===== config.mk =====
export PLATFORM = sky130hd
export DESIGN_NAME = uart_apb_master
export DESIGN_NICKNAME = d
export VERILOG_FILES = /design/src/rtl/uart_apb_pkg.sv /design/src/rtl/uart_apb_wdog.sv /design/src/rtl/uart_apb_master.sv
export SDC_FILE = /design/constraint.sdc
export NUM_CORES = 1
export LEC_CHECK = 0
export BUFFER_PORTS_ARGS = -buffer_cell sky130_fd_sc_hd__buf_2
export CORE_MARGIN = 1.5
export CORE_UTILIZATION = 45
export DETAILED_ROUTE_END_ITERATION = 16
export MAX_ROUTING_LAYER = met4
export PLACE_DENSITY_LB_ADDON = 0.3
export SYNTH_ARGS = -nofsm -noshare
export SYNTH_HDL_FRONTEND = slang
export SYNTH_HIERARCHICAL = 1
export SYNTH_SLANG_ARGS = --single-unit

===== constraint.sdc =====
create_clock -name clk -period 2 [get_ports clk]
set_input_delay 0.2 -clock clk [delete_from_list [all_inputs] [get_ports clk]]
set_output_delay 0.2 -clock clk [all_outputs]
set_load 0.01 [all_outputs]

===== src/rtl/uart_apb_pkg.sv =====
// -----------------------------------------------------------------------------
// uart_apb_pkg
// Shared definitions for the UART APB initiator:
//   - apb_state_e   : transfer FSM states (IDLE / SETUP / ACCESS)
//   - UART_*        : byte offsets of the UART control registers
//   - *_DEF         : default data / word-address widths
//   - uart_word_addr: converts a byte offset into the word address that the
//                     master drives on addr (bus address bits [11:2])
// Configuration macro used by the files that import this package:
//   UART_APB_TIMEOUT_EN - enables the ACCESS-phase watchdog.
// -----------------------------------------------------------------------------
package uart_apb_pkg;

   localparam int DATA_W_DEF = 32;
   localparam int ADDR_W_DEF = 10;

   // Byte offsets of the UART register block.
   localparam logic [11:0] UART_OPS  = 12'h000;
   localparam logic [11:0] UART_TR   = 12'h004;
   localparam logic [11:0] UART_MODE = 12'h008;
   localparam logic [11:0] UART_BAUD = 12'h010;

   typedef enum logic [1:0] {
      ST_IDLE   = 2'd0,
      ST_SETUP  = 2'd1,
      ST_ACCESS = 2'd2
   } apb_state_e;

   // Word address seen on the bus for a given byte offset.
   function automatic logic [ADDR_W_DEF-1:0] uart_word_addr(input logic [11:0] byte_off);
      return byte_off[11:2];
   endfunction

endpackage


===== src/rtl/uart_apb_wdog.sv =====
// -----------------------------------------------------------------------------
// uart_apb_wdog
// ACCESS-phase watchdog, instantiated only when UART_APB_TIMEOUT_EN is defined.
// The counter clears on the cycle before ACCESS (start_i) and counts ACCESS
// cycles that end without ready. expire_o is asserted in the ACCESS cycle in
// which the count has reached TIMEOUT-1 and ready is still low, i.e. in the
// TIMEOUT-th consecutive not-ready ACCESS cycle.
// Ports:
//   clk, rstn  - clock, asynchronous active-low reset
//   start_i    - 1 in the cycle that precedes ACCESS entry (clears counter)
//   active_i   - 1 while the master is in ACCESS
//   ready_i    - APB slave ready
//   expire_o   - abort request for the current ACCESS cycle
// -----------------------------------------------------------------------------
module uart_apb_wdog #(
   parameter int TIMEOUT = 16
) (
   input  logic clk,
   input  logic rstn,
   input  logic start_i,
   input  logic active_i,
   input  logic ready_i,
   output logic expire_o
);

   localparam int CNT_W = (TIMEOUT > 2) ? $clog2(TIMEOUT) : 1;
   localparam logic [CNT_W-1:0] LAST = CNT_W'(TIMEOUT - 1);

   logic [CNT_W-1:0] cnt_q;
   logic [CNT_W-1:0] cnt_d;

   // Next count: clear on start, count not-ready ACCESS cycles, saturate at LAST.
   always_comb begin
      cnt_d = cnt_q;
      if (start_i) begin
         cnt_d = '0;
      end else if (active_i && !ready_i && (cnt_q != LAST)) begin
         cnt_d = cnt_q + {{(CNT_W-1){1'b0}}, 1'b1};
      end else begin
         cnt_d = cnt_q;
      end
   end

   // Counter register.
   always_ff @(posedge clk or negedge rstn) begin
      if (!rstn) begin
         cnt_q <= '0;
      end else begin
         cnt_q <= cnt_d;
      end
   end

   // ready in the terminal cycle wins over the abort.
   assign expire_o = active_i && !ready_i && (cnt_q == LAST);

endmodule


===== src/rtl/uart_apb_master.sv =====
// -----------------------------------------------------------------------------
// uart_apb_master
// APB initiator for the UART register block. Takes single read/write commands
// over a valid/ready handshake, runs each one as an APB SETUP then ACCESS
// phase, and returns read data/status on a one-cycle response strobe.
// Zero-wait-state latency: accept N, SETUP N+1, ACCESS N+2, rsp_valid N+3.
// Ports:
//   clk, rstn                    - clock, asynchronous active-low reset
//   cmd_valid/cmd_ready          - command handshake (cmd_ready decoded from
//                                  state, 1 only in IDLE out of reset)
//   cmd_write/cmd_addr/cmd_wdata - command direction, word address, data
//   rsp_valid/rsp_rdata/rsp_err  - response strobe, read data, abort flag
//   sel/en/addr/write/wdata      - APB request outputs (registered)
//   rdata/ready                  - APB slave read data and ready
// Configuration:
//   UART_APB_TIMEOUT_EN - when defined, an ACCESS phase that sees TIMEOUT
//                         consecutive not-ready cycles is aborted with
//                         rsp_err=1 and rsp_rdata=0. When undefined, ACCESS
//                         waits indefinitely and rsp_err is tied to 0.
// -----------------------------------------------------------------------------
module uart_apb_master
   import uart_apb_pkg::*;
#(
   parameter int DATA_W  = DATA_W_DEF,
   parameter int ADDR_W  = ADDR_W_DEF,
   parameter int TIMEOUT = 16
) (
   input  logic              clk,
   input  logic              rstn,
   input  logic              cmd_valid,
   output logic              cmd_ready,
   input  logic              cmd_write,
   input  logic [ADDR_W-1:0] cmd_addr,
   input  logic [DATA_W-1:0] cmd_wdata,
   output logic              rsp_valid,
   output logic [DATA_W-1:0] rsp_rdata,
   output logic              rsp_err,
   output logic              sel,
   output logic              en,
   output logic [ADDR_W-1:0] addr,
   output logic              write,
   output logic [DATA_W-1:0] wdata,
   input  logic [DATA_W-1:0] rdata,
   input  logic              ready
);

   apb_state_e        state_q, state_d;
   logic              sel_q, sel_d;
   logic              en_q, en_d;
   logic [ADDR_W-1:0] addr_q, addr_d;
   logic              write_q, write_d;
   logic [DATA_W-1:0] wdata_q, wdata_d;
   logic              rsp_valid_q, rsp_valid_d;
   logic [DATA_W-1:0] rsp_rdata_q, rsp_rdata_d;
   logic              expire_s;

`ifdef UART_APB_TIMEOUT_EN
   logic              rsp_err_q, rsp_err_d;

   uart_apb_wdog #(
      .TIMEOUT (TIMEOUT)
   ) u_wdog (
      .clk      (clk),
      .rstn     (rstn),
      .start_i  (state_q == ST_SETUP),
      .active_i (state_q == ST_ACCESS),
      .ready_i  (ready),
      .expire_o (expire_s)
   );

   assign rsp_err = rsp_err_q;
`else
   assign expire_s = 1'b0;
   assign rsp_err  = 1'b0;
`endif

   // Next-state and registered-output decode for the transfer FSM.
   always_comb begin
      state_d     = state_q;
      sel_d       = sel_q;
      en_d        = en_q;
      addr_d      = addr_q;
      write_d     = write_q;
      wdata_d     = wdata_q;
      rsp_valid_d = 1'b0;
      rsp_rdata_d = rsp_rdata_q;
`ifdef UART_APB_TIMEOUT_EN
      rsp_err_d   = 1'b0;
`endif
      case (state_q)
         ST_IDLE: begin
            sel_d = 1'b0;
            en_d  = 1'b0;
            // cmd_ready is 1 whenever this state is clocked out of reset.
            if (cmd_valid) begin
               addr_d  = cmd_addr;
               write_d = cmd_write;
               wdata_d = cmd_wdata;
               sel_d   = 1'b1;
               state_d = ST_SETUP;
            end else begin
               state_d = ST_IDLE;
            end
         end
         ST_SETUP: begin
            // ready is deliberately not looked at here.
            sel_d   = 1'b1;
            en_d    = 1'b1;
            state_d = ST_ACCESS;
         end
         ST_ACCESS: begin
            if (ready) begin
               sel_d       = 1'b0;
               en_d        = 1'b0;
               rsp_valid_d = 1'b1;
               if (!write_q) begin
                  rsp_rdata_d = rdata;
               end else begin
                  rsp_rdata_d = rsp_rdata_q;
               end
               state_d     = ST_IDLE;
            end else if (expire_s) begin
               sel_d       = 1'b0;
               en_d        = 1'b0;
               rsp_valid_d = 1'b1;
               rsp_rdata_d = '0;
`ifdef UART_APB_TIMEOUT_EN
               rsp_err_d   = 1'b1;
`endif
               state_d     = ST_IDLE;
            end else begin
               state_d = ST_ACCESS;
            end
         end
         default: begin
            sel_d   = 1'b0;
            en_d    = 1'b0;
            state_d = ST_IDLE;
         end
      endcase
   end

   // State and output registers; reset drops the bus immediately.
   always_ff @(posedge clk or negedge rstn) begin
      if (!rstn) begin
         state_q     <= ST_IDLE;
         sel_q       <= 1'b0;
         en_q        <= 1'b0;
         addr_q      <= '0;
         write_q     <= 1'b0;
         wdata_q     <= '0;
         rsp_valid_q <= 1'b0;
         rsp_rdata_q <= '0;
      end else begin
         state_q     <= state_d;
         sel_q       <= sel_d;
         en_q        <= en_d;
         addr_q      <= addr_d;
         write_q     <= write_d;
         wdata_q     <= wdata_d;
         rsp_valid_q <= rsp_valid_d;
         rsp_rdata_q <= rsp_rdata_d;
      end
   end

`ifdef UART_APB_TIMEOUT_EN
   // Abort flag register.
   always_ff @(posedge clk or negedge rstn) begin
      if (!rstn) begin
         rsp_err_q <= 1'b0;
      end else begin
         rsp_err_q <= rsp_err_d;
      end
   end
`endif

   assign cmd_ready = rstn && (state_q == ST_IDLE);
   assign sel       = sel_q;
   assign en        = en_q;
   assign addr      = addr_q;
   assign write     = write_q;
   assign wdata     = wdata_q;
   assign rsp_valid = rsp_valid_q;
   assign rsp_rdata = rsp_rdata_q;

endmodule


==> qor.yml <==
critical_path:
  critPathCaptureType: "flop"
  cp_max_fo: 32
  r2r_setup_slack_ns: 0.37
  cp.required_ns: 2.21
  critical_path_class: "reg -> reg"
  crit_path_start_kind: "flop"
  critPathArrivalTime_ns: 1.84
yosys:
  ys_async_sr_fraction_pct: 100
  synth_top_area_share_pct: 63.0
  yosys_warnings: 6
  ys_seq_area_share_pct: 63.0
  synth_ff_type: "dfrtp_1"
  avgSynthCellArea_um2: 17.9
  synth.area.top_cells: "dfrtp_1, mux2_2, mux2_4, buf_12, buf_6"
  synth_cells: 177
  syn_nets: 256
  synth_commonest_cells: "dfrtp_1, mux2_2, mux2_4"
  synth_top_area_cell: "dfrtp_1"
  synth.most_common_cell: "dfrtp_1"
  ys_seq_elements: 80
  synth-edff-count: 0
  synth.cell_area_mm2: 0.00318
  synth_cell_type_count: 14
clock_network:
  cts_tree: "built"
  post_cts_buffers: 0
  cts_max_path_buffers: 2
  hold_buffers: 0
  clkSinkCount: 80
  htreeDepth: 3
  clkLatencyLatePin_ns: 0.33
  clk_pin_slew_ns: 0.08
  cts-root-buf: "clkbuf_8"
  numCtsBuffers: 9
  cts-resized-gates: 0
finish:
  areaGrowthSynthToFinish_pct: 32.3
  layout.area.seq_mm2: 0.00200
  fillers: 546
  insertedDiodeCount: 0
  drive_gt1_share_pct: 74.3
  multi_input_area_mm2: 0.00105
  final_nets: 416
  fin_cells: 438
place:
  placedCellCount: 422
  hpwl_mm: 4.61
  io_buffers: 157
  routabilityCongestion: 0.745
floorplanning:
  start_util_pct: 46.8
  rows: 30
  die_w_um: 87.0
  dieArea_mm2: 0.00757
  coreArea_mm2: 0.00679
  io_pins: 159
  die_y_um: 87.0
power:
  static-leakage-power_nw: 2.11
  vdd_drop_max_mv: 0.792
  power_density_mw_per_mm2: 1590
  total_power_mw: 6.67
timing:
  rsz0062_at_grt: "false"
  finClkSkew_ns: 0.00690
  relSlewSlack_pct: 33.8
  fmax_mhz: 614
  period_needed_ns: 1.63
  post-route-period-util_pct: 81.5
  slew_viol_final: 0
  worstMarginPinSlew_ns: 0.993
  finalSetupViolCount: 0
  hold_viol: 0
  tns_ns: 0
global_route:
  grt_start_max_net_pins: 81
  grt_usage_pct: 17.8
  grt_pass1_wl_mm: 9.94
  grt_pass1_vias: 2054
  overflow: 0
  grt_antenna_before_repair: 0
hold_path:
  hold_class: "in -> reg"
drt:
  dr.pass1.iters: 4
  ant_nets: 0
  wl_mm: 6.50
  viasPerCell: 4.59
  vias: 2011
  drc: 0
  wire_per_inst_um: 14.8
  drtIter0Drc: 42
run_status:
  status: "finished clean"
job:
  maxCapViolCount: 0
==> cells by family after synthesis <==
kind of cell | after synthesis | synth area share [%]
and+or+nand+nor | 6 | 1.38
other | 1 | 0.118
muxes | 75 | 30.1
AOI/OAI and AO/OA | 3 | 0.867
DFF | 80 | 63.0
buffers and inverters | 12 | 4.49
==> per-layer routing <==
metal,wire (um),GRT usage [%],vias to the layer above,share of wire [%]
met5,0,-,-,0
met4,83,7.04,0,1.3
met3,403,4.74,8,6.2
li1,-,-,940,-
met1,2760,21.7,982,43
met2,3250,28.3,81,50
==> flip-flops by register name, indices dropped and copies added, names as in the netlist <==
signal     flops
addr          10
en             1
rsp_rdata     32
rsp_valid      1
sel            1
state_q        2
wdata         32
write          1
==> cell type report <==
type / count / area share [%]
Sequential cell: 80 / 47.6
Multi-Input combinational cell: 85 / 25.0
Timing Repair Buffer: 160 / 19.9
Clock buffer: 10 / 3.04
Tap cell: 96 / 2.86
Clock inverter: 6 / 1.43
Inverter: 1 / 0.0893
==> metrics by stage <==
| stage | setup WS (ns) | hold slack, ns | utilization, % | area (um^2) |
|---|---|---|---|---|
| floorplan | 0.508 | -0.0956 | - | 3180 |
| global placement | 0.407 | 0.431 | 59.1 | 4010 |
| detailed placement | 0.368 | 0.434 | 59.1 | 4010 |
| CTS | 0.357 | 0.0732 | 61.8 | 4200 |
| global route | 0.307 | 0.0720 | 61.8 | 4200 |
| finish | 0.370 | 0.0926 | 61.8 | 4200 |
==> layout by cell type, fill, tap and decap left out <==
| cell | n |
|---|---|
| nor2_1 | 1 |
| inv_1 | 1 |
| dfrtp_1 | 80 |
| buf_4 | 2 |
| bufinv_16 | 1 |
| conb_1 | 1 |
| clkbuf_8 | 9 |
| nor4bb_4 | 1 |
| buf_12 | 2 |
| clkinv_2 | 3 |
| nor3b_1 | 3 |
| clkinvlp_4 | 2 |
| o2bb2ai_1 | 1 |
| mux2_2 | 45 |
| a21o_2 | 1 |
| mux2_4 | 30 |
| buf_2 | 156 |
| a22o_2 | 1 |
| nor3b_2 | 1 |
| clkbuf_1 | 1 |
==> worst max-delay path, cell delays in order (launching register included) <==
cell      delay, ns
dfrtp_1        0.48
nor4bb_4       0.38
buf_12         0.29
mux2_2         0.36
==> report_power, final <==
group	switching (mW)	internal [mW]	total, mW
registers	0.439	2.43	2.87
clock network	0.546	0.571	1.12
logic	1.16	1.53	2.69
total	2.14	4.53	6.67
==> final timing paths <==
check	start	endpoint	depth (start not counted)
setup / recovery	state_q[0]$_DFF_PN0_	rsp_rdata[0]$_DFFE_PN0P_	3
hold / removal	rdata[20]	rsp_rdata[20]$_DFFE_PN0P_	2
setup reg to reg	state_q[0]$_DFF_PN0_	rsp_rdata[0]$_DFFE_PN0P_	3
hold reg to reg	sel$_DFFE_PN0P_	sel$_DFFE_PN0P_	1
max in group asynchronous	rstn	wdata[24]$_DFFE_PN0P_	2
min in group asynchronous	rstn	rsp_rdata[22]$_DFFE_PN0P_	2
No activity file was read; power rests on OpenSTA's default activity.
